<file path="src/rtl/ix_matrix_req_gen_if.sv">
// Bundle of write, request/ack and status signals for ix_matrix_req_gen.
// master = the request generator, slave = the upstream writer / responder side.
interface ix_matrix_req_gen_if #(
  parameter int ROWS = 8,
  parameter int COLS = 8
);
  localparam int RW = $clog2(ROWS);
  localparam int CW = $clog2(COLS);
  localparam int PW = $clog2(ROWS * COLS + 1);

  logic                 wr_valid;
  logic                 wr_ready;
  logic [RW-1:0]        wr_row;
  logic [CW-1:0]        wr_col;
  logic                 wr_set;
  logic                 req;
  logic [RW-1:0]        req_row;
  logic [CW-1:0]        req_col;
  logic                 ack;
  logic [ROWS*COLS-1:0] ix;
  logic [PW-1:0]        pending_cnt;
  logic                 timeout_err;

  modport master (
    input  wr_valid, wr_row, wr_col, wr_set, ack,
    output wr_ready, req, req_row, req_col, ix, pending_cnt, timeout_err
  );

  modport slave (
    output wr_valid, wr_row, wr_col, wr_set, ack,
    input  wr_ready, req, req_row, req_col, ix, pending_cnt, timeout_err
  );
endinterface

</file>
<file path="src/rtl/ix_matrix_req_gen.sv">
// Raster-scans a pending-event bit matrix and raises req/ack handshakes per set bit.
// Define IX_REQ_ASSERT_EN to compile the embedded protocol assertions.
module ix_matrix_req_gen #(
  parameter int ROWS        = 8,
  parameter int COLS        = 8,
  parameter int ACK_TIMEOUT = 15
) (
  input  logic                 clk,
  input  logic                 rst_n,
  ix_matrix_req_gen_if.master  bus
);
  localparam int CW = $clog2(COLS);
  localparam int N  = ROWS * COLS;
  localparam int NW = $clog2(N);
  localparam int PW = $clog2(N + 1);

  typedef enum logic {SCAN, REQ} state_t;

  // Sizes are powers of two, so {row,col} is the flat index r*COLS+c and a plain
  // increment of it walks raster order, wrapping (ROWS-1,COLS-1) back to (0,0).
  state_t          state, state_next;
  logic [NW-1:0]   ptr, ptr_next;
  logic [NW-1:0]   req_idx, req_idx_next;
  logic [7:0]      tmo_cnt, tmo_cnt_next;
  logic [N-1:0]    ix_q, ix_next;
  logic [PW-1:0]   pend_q, pend_next;
  logic [NW-1:0]   wr_idx;
  logic            wr_ready_c, wr_fire, ack_fire, tmo_fire;

  assign wr_idx     = {bus.wr_row, bus.wr_col};
  // The bit under an open request may not be cleared by upstream.
  assign wr_ready_c = rst_n && !(state == REQ && wr_idx == req_idx && !bus.wr_set);
  assign wr_fire    = bus.wr_valid && wr_ready_c;
  assign ack_fire   = (state == REQ) && bus.ack;
  assign tmo_fire   = (state == REQ) && !bus.ack && (tmo_cnt == 8'(ACK_TIMEOUT - 1));

  always_comb begin
    // NOTE: every signal gets a default first so no path through this block infers a latch.
    state_next   = state;
    ptr_next     = ptr;
    req_idx_next = req_idx;
    tmo_cnt_next = tmo_cnt;
    ix_next      = ix_q;

    case (state)
      SCAN: begin
        if (ix_q[ptr]) begin
          req_idx_next = ptr;
          tmo_cnt_next = '0;
          state_next   = REQ;
        end else begin
          ptr_next = ptr + NW'(1);
        end
      end
      REQ: begin
        tmo_cnt_next = tmo_cnt + 8'd1;
        if (ack_fire || tmo_fire) begin
          ptr_next   = ptr + NW'(1);
          state_next = SCAN;
        end
      end
      default: state_next = SCAN;
    endcase

    if (ack_fire) ix_next[req_idx] = 1'b0;
    // Applied after the ack clear so a same-cycle set to the same cell wins.
    if (wr_fire)  ix_next[wr_idx]  = bus.wr_set;

    pend_next = PW'($countones(ix_next));
  end

  // NOTE: the matrix is plain flops rather than a RAM, so clearing it in reset is legitimate.
  always_ff @(posedge clk or negedge rst_n) begin
    if (!rst_n) begin
      state   <= SCAN;
      ptr     <= '0;
      req_idx <= '0;
      tmo_cnt <= '0;
      ix_q    <= '0;
      pend_q  <= '0;
    end else begin
      // NOTE: non-blocking assignments so every register samples pre-edge values.
      state   <= state_next;
      ptr     <= ptr_next;
      req_idx <= req_idx_next;
      tmo_cnt <= tmo_cnt_next;
      ix_q    <= ix_next;
      pend_q  <= pend_next;
    end
  end

  assign bus.wr_ready    = wr_ready_c;
  assign bus.req         = (state == REQ);
  assign bus.req_row     = req_idx[NW-1:CW];
  assign bus.req_col     = req_idx[CW-1:0];
  assign bus.ix          = ix_q;
  assign bus.pending_cnt = pend_q;
  assign bus.timeout_err = tmo_fire;

`ifdef IX_REQ_ASSERT_EN
  // The hold check exempts the timeout cycle, where req is meant to drop.
  a_req_hold: assert property (@(posedge clk) disable iff (!rst_n)
    bus.req && !bus.ack && !bus.timeout_err |=> bus.req && $stable({bus.req_row, bus.req_col}))
    else $error("req dropped or moved while waiting for ack at row %0d col %0d",
                bus.req_row, bus.req_col);

  a_req_bit: assert property (@(posedge clk) disable iff (!rst_n)
    bus.req |-> ix_q[req_idx])
    else $error("req raised on a clear bit at row %0d col %0d", bus.req_row, bus.req_col);

  a_tmo_no_ack: assert property (@(posedge clk) disable iff (!rst_n)
    bus.timeout_err |-> !bus.ack)
    else $error("timeout_err with ack at row %0d col %0d", bus.req_row, bus.req_col);

  a_pend_cnt: assert property (@(posedge clk) disable iff (!rst_n)
    pend_q == PW'($countones(ix_q)))
    else $error("pending_cnt out of step with ix near row %0d col %0d",
                bus.req_row, bus.req_col);
`else
  // Assertions excluded from this build.
`endif
endmodule

</file>
<file path="src/flat_wrapper.sv">
// flat-port wrapper written by rule: the top's interface ports become plain ports
module ix_matrix_req_gen_flat 
#(
  parameter int ROWS        = 8,
  parameter int COLS        = 8,
  parameter int ACK_TIMEOUT = 15
)
  (clk, rst_n, bus_wr_valid, bus_wr_row, bus_wr_col, bus_wr_set, bus_ack, bus_wr_ready, bus_req, bus_req_row, bus_req_col, bus_ix, bus_pending_cnt, bus_timeout_err);
  ix_matrix_req_gen_if #(.ROWS(ROWS), .COLS(COLS)) bus_i ();
  input  logic clk;
  input  logic rst_n;
  input wire logic [$bits(bus_i.wr_valid)-1:0] bus_wr_valid;
  input wire logic [$bits(bus_i.wr_row)-1:0] bus_wr_row;
  input wire logic [$bits(bus_i.wr_col)-1:0] bus_wr_col;
  input wire logic [$bits(bus_i.wr_set)-1:0] bus_wr_set;
  input wire logic [$bits(bus_i.ack)-1:0] bus_ack;
  output wire logic [$bits(bus_i.wr_ready)-1:0] bus_wr_ready;
  output wire logic [$bits(bus_i.req)-1:0] bus_req;
  output wire logic [$bits(bus_i.req_row)-1:0] bus_req_row;
  output wire logic [$bits(bus_i.req_col)-1:0] bus_req_col;
  output wire logic [$bits(bus_i.ix)-1:0] bus_ix;
  output wire logic [$bits(bus_i.pending_cnt)-1:0] bus_pending_cnt;
  output wire logic [$bits(bus_i.timeout_err)-1:0] bus_timeout_err;
  assign bus_i.wr_valid = bus_wr_valid;
  assign bus_i.wr_row = bus_wr_row;
  assign bus_i.wr_col = bus_wr_col;
  assign bus_i.wr_set = bus_wr_set;
  assign bus_i.ack = bus_ack;
  assign bus_wr_ready = bus_i.wr_ready;
  assign bus_req = bus_i.req;
  assign bus_req_row = bus_i.req_row;
  assign bus_req_col = bus_i.req_col;
  assign bus_ix = bus_i.ix;
  assign bus_pending_cnt = bus_i.pending_cnt;
  assign bus_timeout_err = bus_i.timeout_err;
  ix_matrix_req_gen #(.ROWS(ROWS), .COLS(COLS), .ACK_TIMEOUT(ACK_TIMEOUT)) u_core (.clk(clk), .rst_n(rst_n), .bus(bus_i));
endmodule
</file>
<file path="config.mk">
export PLATFORM = sky130hd
export DESIGN_NAME = ix_matrix_req_gen_flat
export DESIGN_NICKNAME = d
export VERILOG_FILES = /design/src/rtl/ix_matrix_req_gen_if.sv /design/src/rtl/ix_matrix_req_gen.sv /design/src/flat_wrapper.sv
export SDC_FILE = /design/constraint.sdc
export NUM_CORES = 1
export LEC_CHECK = 0
export ABC_AREA = 1
export ABC_CLOCK_PERIOD_IN_PS = 12800
export BUFFER_PORTS_ARGS = -buffer_cell sky130_fd_sc_hd__buf_2
export CORE_MARGIN = 1.5
export CORE_UTILIZATION = 43
export DETAILED_ROUTE_END_ITERATION = 7
export PLACE_DENSITY = 0.65
export SLEW_MARGIN = 20
export SYNTH_ARGS = -nofsm -noshare
export SYNTH_HDL_FRONTEND = slang
export SYNTH_SLANG_ARGS = --single-unit
</file>
<file path="constraint.sdc">
create_clock -name clk -period 12.8 [get_ports clk]
set_input_delay 2.56 -clock clk [delete_from_list [all_inputs] [get_ports clk]]
set_output_delay 2.56 -clock clk [all_outputs]
set_load 0.01 [all_outputs]
</file>
==> results by group, run 1 <==
Route
  • Post-route DRC: 0
  • Number of DRC markers in iteration 0: 886
  • Antenna viol nets, final: 0
  • Total wire length: 26,510 um
  • DR pass1 iterations: 5
  • Per-cell routed wire length: 18.25 um
  • Via count: 7,870
  • Via density: 5.420

Critical path
  • Crit-path slowest cell: inv_1
  • CP Launch Type: primary input
  • Worst path max stage delay: 620 ps
  • CP Capture Type: flop
  • Most frequent CP cell: inv_1
  • Req. time, crit path: 13,080 ps
  • Reg2reg path depth: 28
  • Worst Path Class, Setup: in2reg
  • Crit path DAT: 10,800 ps
  • Max FO, Critical Path: 102
  • R2R Setup Slk: 5050 ps

Logic synthesis
  • #FFs+latches synth: 92
  • Seq/Total Area, Yosys: 27.85%
  • Ys flop type: dfrtp_1
  • Syn Inst Count: 1,143
  • Post-synth net total: 1,260
  • Ys async rst share: 100.0%
  • Yosys cell types: 34
  • Post-synth EDFFs: 0
  • Syn Area/Cell: 7.234 um2
  • Synth Cell Area: 0.008268 mm2
  • Yosys Warn Count: 0

GRT
  • Largest net degree at the start of global routing: 103
  • First-pass GRT wire length: 41,250 um
  • Total track usage: 27.34%
  • Congestion Overflow GR: 0
  • Vias in the first global route: 7,463
  • Initial antenna violation count: 0

Clock tree
  • Post-CTS Resized: 0
  • H-tree levels: 3
  • Worst skew pair latency: 360 ps
  • Setup bufs post-CTS: 0
  • TritonCTS Buffers: 9
  • CTS sink cnt: 92
  • CTS root buffer: clkbuf_16
  • CTS tree: built
  • Max Buffers Root-to-Sink: 2
  • Clk slew on worst S/H paths: 70 ps
  • Cts hold-fix bufs: 0

Outcome
  • Status: completed

Job
  • Max-Cap Viols: 0

Die
  • Die width: 141.7 um
  • Core Rows: 50
  • I/O pin count: 91
  • Die H: 141.7 um
  • Core area: 0.01877 mm2
  • Die Area: 0.02007 mm2
  • Starting density of the core: 44.05%

Timing
  • Min cycle time layout: 10,510 ps
  • Part of the cycle the worst path needs: 82.15%
  • Setup TNS: 0 ps
  • Slew headroom: 28.62%
  • Clock Skew: 7.833 ps
  • Max frequency: 95.10 MHz
  • Max Slew Vio Count: 0
  • Unrepaired setup endpoints after global routing: false
  • Final hold violation count: 0
  • Finish-stage setup viols: 0
  • Worst slew pin tran: 1071 ps

Final layout
  • Antenna cells: 0
  • Share of layout cells above drive strength 1: 10.67%
  • # nets final: 1,330
  • Commonest cells after routing, fill and taps aside: nand2_1 (299), inv_1 (209), o21ai_0 (106), dfrtp_1 (92), buf_2 (89)
  • Commonest non-fill, non-tap cell in the layout: nand2_1
  • Area growth syn-to-layout: 10.15%
  • Fillers: 1,930

Place
  • Final GP Congestion: 0.9613
  • # port buffers: 90
  • Dpl hpwl: 19,830 um

Min path
  • Hold Path Stages: 1
  • Hold Crit Class: reg2reg
critical path, delay by kind of cell:
family,cells,cell delay [ps]
XOR/XNOR,1,170
buffers and inverters,10,1770
AO/OA/AOI/OAI,3,840
AND/OR/NAND/NOR,4,840
adder cells (fa/ha/maj),10,4480
layer usage:
layer / up-vias / global-route usage (%) / wire length [um]
met1: 3672 / 37.73 / 10980
met2: 413 / 41.82 / 11870
met5: - / 0 / 0
met3: 68 / 5.400 / 2609
li1: 3717 / - / -
met4: 0 / 11.94 / 1044
flip-flops by register name, indices dropped and copies added (netlist names):
signal and count:
u_core.bus.ix 64, u_core.bus.req 1, u_core.req_idx 6, u_core.tmo_cnt 8, u_core.ptr 6, u_core.bus.pending_cnt 7
metrics by stage:
stage | setup slack, ps | util, % | hold WS [ps] | instances | cell area, um2
5_1_grt | 1901 | 48.53 | 564.6 | 1452 | 9107
4_1_cts | 2424 | 48.53 | 523.8 | 1452 | 9107
3_3_place_gp | 2240 | 46.97 | 497.8 | 1436 | 8815
2_1_floorplan | 4032 | - | 474.6 | 1143 | 8268
6_report | 2285 | 48.53 | 513.8 | 1452 | 9107
3_5_place_dp | 2083 | 46.97 | 502.8 | 1436 | 8815
Yosys cell counts (2+ instances only):
cell type	count	area share, %
mux2i_1	2	0.24
o22ai_1	3	0.23
a21oi_1	49	3.0
nand4_1	3	0.23
o21ai_1	30	1.8
fa_1	60	15
nor3_1	20	1.2
xnor2_1	2	0.21
nand2_1	299	14
xor2_1	10	1.1
buf_4	4	0.36
inv_1	209	9.5
buf_6	12	1.6
a21oi_2	7	0.74
nand2_2	3	0.23
ha_1	46	7.0
nand3_1	77	4.7
nor2_1	72	3.3
nor4_1	2	0.15
o21ai_0	106	6.4
buf_2	12	0.73
dfrtp_1	92	28
clkbuf_1	12	0.54
final cells by class:
class | count | area [um2] | share of cell area (%)
Timing Repair Buffer | 100 | 528.0 | 5.797
Clock buffer | 9 | 225.2 | 2.473
Sequential cell | 92 | 2302 | 25.28
Multi-Input combinational cell | 799 | 4900 | 53.80
Clock inverter | 7 | 67.56 | 0.7419
Inverter | 211 | 792.0 | 8.696
Tap cell | 234 | 292.8 | 3.215
path summary, 6_finish.rpt:
path                                    from                         to
min in group asynchronous              rst_n          u_core.bus.ix[53]
max                               bus_wr_set  u_core.bus.pending_cnt[5]
min                        u_core.tmo_cnt[0]          u_core.tmo_cnt[0]
max in group asynchronous              rst_n           u_core.bus.ix[1]
max reg2reg                u_core.req_idx[5]  u_core.bus.pending_cnt[5]
min reg2reg                u_core.tmo_cnt[0]          u_core.tmo_cnt[0]
logic make-up after synthesis:
logic type               synth area share, %
AND/OR/NAND/NOR                        23.73
buffers and inverters                  12.89
AO/OA/AOI/OAI                          12.53
adder cells (fa/ha/maj)                21.49
flip-flops                             27.85
XOR/XNOR                               1.271
multiplexers                          0.2421
Power of run 1 is not shown: default switching activity piles up to over one toggle a cycle in this logic, so the estimate is an artifact.
==> inputs of run 2 (changes only) <==
--- a/config.mk
+++ b/config.mk
@@ -6,12 +6,12 @@
 export NUM_CORES = 1
 export LEC_CHECK = 0
 export ABC_AREA = 1
-export ABC_CLOCK_PERIOD_IN_PS = 12800
+export ABC_CLOCK_PERIOD_IN_PS = 8760
 export BUFFER_PORTS_ARGS = -buffer_cell sky130_fd_sc_hd__buf_2
 export CORE_MARGIN = 1.5
 export CORE_UTILIZATION = 43
 export DETAILED_ROUTE_END_ITERATION = 7
-export PLACE_DENSITY = 0.65
+export PLACE_DENSITY = 0.67
 export SLEW_MARGIN = 20
 export SYNTH_ARGS = -nofsm -noshare
 export SYNTH_HDL_FRONTEND = slang
==> constraint.sdc (replaced) <==
create_clock -name clk -period 8.76 [get_ports clk]
set_input_delay 1.752 -clock clk [delete_from_list [all_inputs] [get_ports clk]]
set_output_delay 1.752 -clock clk [all_outputs]
set_load 0.01 [all_outputs]
==> run 2 against run 1 <==
Die area unchanged. Hold slack better by 0.75 ps. Core utilization up 0.78 points. Critical path depth down 2. Register-to-register slack worse by 3600 ps. Worst setup slack worse by 1700 ps.
==> results by group, run 2 (synthesized netlist as in run 1, its figures left out) <==
Die
  • Die width: 141.7 um (unchanged)
  • Core Rows: 50 (unchanged)
  • Core area: 0.01877 mm2 (unchanged)
  • Die Area: 0.02007 mm2 (unchanged)
  • Starting density of the core: 44.05% (unchanged)
  • Die H: 141.7 um (unchanged)
  • I/O pin count: 91 (unchanged)

Timing
  • Finish-stage setup viols: 0 (unchanged)
  • Setup TNS: 0 ps (unchanged)
  • Worst slew pin tran: 762.7 ps (-308.1 ps)
  • Max frequency: 122.4 MHz
  • Unrepaired setup endpoints after global routing: false
  • Part of the cycle the worst path needs: 93.28%
  • Clock Skew: 10.48 ps (+2.642 ps)
  • Max Slew Vio Count: 0 (unchanged)
  • Final hold violation count: 0 (unchanged)
  • Min cycle time layout: 8171 ps
  • Slew headroom: 49.15% (+21 points)

Route
  • Number of DRC markers in iteration 0: 971 (+9.6%)
  • Via density: 5.470 (+0.92%)
  • Total wire length: 27,300 um (+3.0%)
  • Antenna viol nets, final: 0 (unchanged)
  • Per-cell routed wire length: 18.57 um (+1.7%)
  • Post-route DRC: 0 (unchanged)
  • DR pass1 iterations: 7 (+2)
  • Via count: 8,041 (+2.2%)

Final layout
  • Commonest non-fill, non-tap cell in the layout: nand2_1
  • Antenna cells: 0 (unchanged)
  • Final core occ: 49.31% (+0.78 points)
  • Post-route cell area: 0.009254 mm2 (+1.6%)
  • Max reg flops: 64 (unchanged)
  • Area growth syn-to-layout: 11.92%
  • Fillers: 1,867 (-3.3%)
  • Register area: 0.002302 mm2 (unchanged)
  • # nets final: 1,348 (+1.4%)
  • Area of the multi-input gates: 0.004900 mm2 (unchanged)
  • Non-filler cells, final: 1,470 (+1.2%)
  • Share of layout cells above drive strength 1: 11.97% (+1.3 points)
  • Commonest cells after routing, fill and taps aside: nand2_1 (299), inv_1 (209), o21ai_0 (106), dfrtp_1 (92), buf_2 (89)

GRT
  • Initial antenna violation count: 0 (unchanged)
  • First-pass GRT wire length: 42,440 um (+2.9%)
  • Vias in the first global route: 7,459 (-0.054%)
  • Largest net degree at the start of global routing: 58 (-44%)
  • Congestion Overflow GR: 0 (unchanged)
  • Total track usage: 28.11% (+0.77 points)

Clock tree
  • CTS sink cnt: 92 (unchanged)
  • Clk slew on worst S/H paths: 80 ps (about the same)
  • CTS tree: built
  • Setup bufs post-CTS: 0 (unchanged)
  • CTS root buffer: clkbuf_16
  • Max Buffers Root-to-Sink: 2 (unchanged)
  • Worst skew pair latency: 360 ps (about the same)
  • Cts hold-fix bufs: 0 (unchanged)
  • H-tree levels: 3 (unchanged)
  • TritonCTS Buffers: 9 (unchanged)
  • Post-CTS Resized: 0 (unchanged)

Place
  • Placed cells: 1,454 (+1.3%)
  • DP Area: 0.008962 mm2 (+1.7%)
  • # port buffers: 90 (unchanged)
  • Final GP Congestion: 0.9352 (-2.7%)
  • Dpl hpwl: 20,160 um (+1.7%)

Critical path
  • CP Capture Type: flop
  • Max FO, Critical Path: 8 (-92%)
  • Crit path DAT: 8430 ps (-2370 ps)
  • Worst path max stage delay: 590 ps (-30 ps)
  • CP Launch Type: primary input
  • Worst Path Class, Setup: in2reg
  • Most frequent CP cell: fa_1
  • Req. time, crit path: 9020 ps (-4060 ps)
  • Crit-path slowest cell: fa_1
  • R2R Setup Slk: 1470 ps (-3580 ps)

Min path
  • Hold Crit Class: reg2reg

Job
  • Max-Cap Viols: 0 (unchanged)

Outcome
  • Status: completed
run 2: changes by cell type in the layout (fill, tap and decap cells not counted):
cell,previous run,this run
clkinv_4,2,3
inv_8,3,2
inv_6,1,2
buf_4,11,28
clkinvlp_4,1,0
buf_12,0,1
run 2: final timing paths:
path | startpoint | end | cells after the start
setup / recovery | bus_ack | u_core.bus.pending_cnt[6] | 26
setup reg to reg | u_core.req_idx[5] | u_core.bus.pending_cnt[6] | 25
hold reg to reg | u_core.tmo_cnt[0] | u_core.tmo_cnt[0] | 1
hold / removal | u_core.tmo_cnt[0] | u_core.tmo_cnt[0] | 1
max in group asynchronous | rst_n | u_core.bus.ix[2] | 3
min in group asynchronous | rst_n | u_core.bus.ix[61] | 2
run 2: area by class of cell:
type / count / area share, %
multi-input cells: 799 / 52.95
flip-flops and latches: 92 / 24.88
inverters: 211 / 8.559
repair buffers: 118 / 7.301
well taps: 234 / 3.164
clock buffers: 9 / 2.434
clock inverters: 7 / 0.7166
run 2: layer usage:
metal  track usage [%]  vias to the layer above  wire [um]
met5                 0                        -          0
met4             11.45                        0       1059
met3             5.366                       82       2945
met2             41.69                      478      11780
met1             40.36                     3722      11510
li1                  -                     3759          -
run 2: metrics by stage:
stage	hold WS, ps	setup WS (ps)
final	514.5	589.0
after global routing	537.2	266.4
after CTS	516.6	655.0
after detailed placement	500.1	265.0
after global placement	489.7	330.9
after floorplan	474.6	799.9
run 2: worst max-delay path: cells and delay by family:
family	cells	cell delay (ps)
AO/OA/AOI/OAI	6	1170
AND/OR/NAND/NOR	4	660
adder cells (fa/ha/maj)	9	4220
buffers and inverters	7	610
Power of run 2 is left out for the same reason.
==> inputs of run 3 (changes only) <==
--- a/config.mk
+++ b/config.mk
@@ -12,6 +12,7 @@
 export CORE_UTILIZATION = 43
 export DETAILED_ROUTE_END_ITERATION = 7
 export PLACE_DENSITY = 0.67
+export REMOVE_ABC_BUFFERS = 1
 export SLEW_MARGIN = 20
 export SYNTH_ARGS = -nofsm -noshare
 export SYNTH_HDL_FRONTEND = slang
==> run 3 against run 2 <==
Die area unchanged. Global-route usage increased by 0.66 points. Flip-flop and latch count unchanged. Critical path depth increased by 1. First-iteration DRC count increased by 1.8%. Via count unchanged. Worst setup slack got worse by 83 ps. Register-to-register slack got worse by 100 ps. Largest cell class unchanged. Cell count increased by 0.20%. Count of clock-buffer cells in the layout increased by 3.
==> results by group, run 3 (synthesized netlist as in run 1, its figures left out) <==
Route
  • Via count: 8,041 (unchanged)
  • Via density: 5.459 (-0.20%)
  • Per-cell routed wire length: 18.77 um (+1.1%)
  • Total wire length: 27,650 um (+1.3%)
  • Number of DRC markers in iteration 0: 988 (+1.8%)
  • Post-route DRC: 0 (unchanged)
  • DR pass1 iterations: 8 (+1)
  • Antenna viol nets, final: 0 (unchanged)

Die
  • Core area: 0.01877 mm2 (unchanged)
  • Core Rows: 50 (unchanged)
  • Die width: 141.7 um (unchanged)
  • I/O pin count: 91 (unchanged)
  • Starting density of the core: 44.05% (unchanged)
  • Die H: 141.7 um (unchanged)
  • Die Area: 0.02007 mm2 (unchanged)

Clock tree
  • CTS sink cnt: 92 (unchanged)
  • CTS tree: built
  • Clk slew on worst S/H paths: 60 ps (-20 ps)
  • TritonCTS Buffers: 9 (unchanged)
  • H-tree levels: 3 (unchanged)
  • Max Buffers Root-to-Sink: 2 (unchanged)
  • CTS root buffer: clkbuf_16
  • Setup bufs post-CTS: 0 (unchanged)
  • Cts hold-fix bufs: 0 (unchanged)
  • Worst skew pair latency: 360 ps (about the same)
  • Post-CTS Resized: 0 (unchanged)

Critical path
  • Crit path DAT: 8530 ps (+100 ps)
  • Worst path max stage delay: 550 ps (-40 ps)
  • Critical path buffers and inverters: 9 (+2)
  • Max FO, Critical Path: 5 (-3)
  • Req. time, crit path: 9040 ps (+20 ps)
  • CP Capture Type: flop
  • CP top delay family: adder cells
  • CP Launch Type: primary input
  • Crit-path slowest cell: fa_1
  • Worst Path Class, Setup: in2reg

Place
  • Pre-CTS setup slack: 282.7 ps (+17.71 ps)
  • DP Area: 0.009000 mm2 (+0.42%)
  • Dpl hpwl: 20,250 um (+0.41%)
  • Final GP Congestion: 0.9892 (+5.8%)
  • # port buffers: 90 (unchanged)

Timing
  • Min cycle time layout: 8254 ps (+83.23 ps)
  • Clock Skew: 11.36 ps (+0.8888 ps)
  • Final hold violation count: 0 (unchanged)
  • Worst slew pin tran: 817.7 ps (+54.99 ps)
  • Min setup slack post-route: 505.8 ps (-83.23 ps)
  • Slew headroom: 45.15% (-4.0 points)
  • Unrepaired setup endpoints after global routing: false
  • Max Slew Vio Count: 0 (unchanged)
  • Setup TNS: 0 ps (unchanged)
  • Max frequency: 121.2 MHz (-1.0%)
  • Part of the cycle the worst path needs: 94.23% (+0.95 points)
  • Finish-stage setup viols: 0 (unchanged)

Outcome
  • Status: completed

Final layout
  • Final core occ: 49.51% (+0.20 points)
  • Area growth syn-to-layout: 12.38%
  • Register area: 0.002302 mm2 (unchanged)
  • Area of the multi-input gates: 0.004900 mm2 (unchanged)
  • Fillers: 1,847 (-1.1%)
  • Max reg flops: 64 (unchanged)
  • Commonest non-fill, non-tap cell in the layout: nand2_1
  • Share of layout cells above drive strength 1: 12.11% (+0.13 points)
  • Antenna cells: 0 (unchanged)
  • Post-route cell area: 0.009291 mm2 (+0.41%)
  • Commonest cells after routing, fill and taps aside: nand2_1 (299), inv_1 (209), o21ai_0 (106), dfrtp_1 (92), buf_2 (89)
  • # nets final: 1,353 (+0.37%)

GRT
  • Initial antenna violation count: 0 (unchanged)
  • Largest net degree at the start of global routing: 48 (-17%)
  • Vias in the first global route: 7,710 (+3.4%)
  • Total track usage: 28.78% (+0.66 points)
  • Congestion Overflow GR: 0 (unchanged)
  • First-pass GRT wire length: 43,300 um (+2.0%)

Min path
  • Hold Crit Class: reg2reg

Job
  • Max-Cap Viols: 0 (unchanged)
[run 3: changes by cell type in the layout (fill, tap and decap cells not counted), sizes merged]
cell,delta
clkinv,-2
inv,-4
buf,+5
clkbuf,+3
bufinv,+1
[run 3: routing by layer]
metal / share of wire [%] / routed length, um / vias up / global-route usage, %
li1: - / - / 3756 / -
met1: 41 / 11420 / 3742 / 38.78
met2: 45 / 12470 / 465 / 44.80
met3: 9.8 / 2708 / 78 / 6.244
met4: 3.8 / 1046 / 0 / 12.32
met5: 0 / 0 / - / 0
[run 3: metrics by stage]
stage	std cells	hold slack (ps)
floorplan	1102	474.6
finish	1473	514.9
global placement	1459	503.4
detailed placement	1459	508.2
global route	1473	564.8
CTS	1473	520.3
[run 3: worst paths after layout]
check	start	to	slack, ps	cells after the start
max reg2reg	u_core.req_idx[4]	u_core.bus.pending_cnt[5]	1370	26
min in group asynchronous	rst_n	u_core.tmo_cnt[3]	1510	2
min reg2reg	u_core.tmo_cnt[0]	u_core.tmo_cnt[0]	510	1
min	u_core.tmo_cnt[0]	u_core.tmo_cnt[0]	510	1
max	bus_ack	u_core.bus.pending_cnt[5]	510	27
max in group asynchronous	rst_n	u_core.bus.ix[41]	6170	3
[run 3: final cells by class]
type                            count  share of cell area (%)
Clock buffer                       12                   2.761
Clock inverter                      2                  0.3771
Inverter                          211                   8.524
Multi-Input combinational cell    799                   52.73
Sequential cell                    92                   24.78
Tap cell                          234                   3.151
Timing Repair Buffer              123                   7.676
Power of run 3 is left out for the same reason.
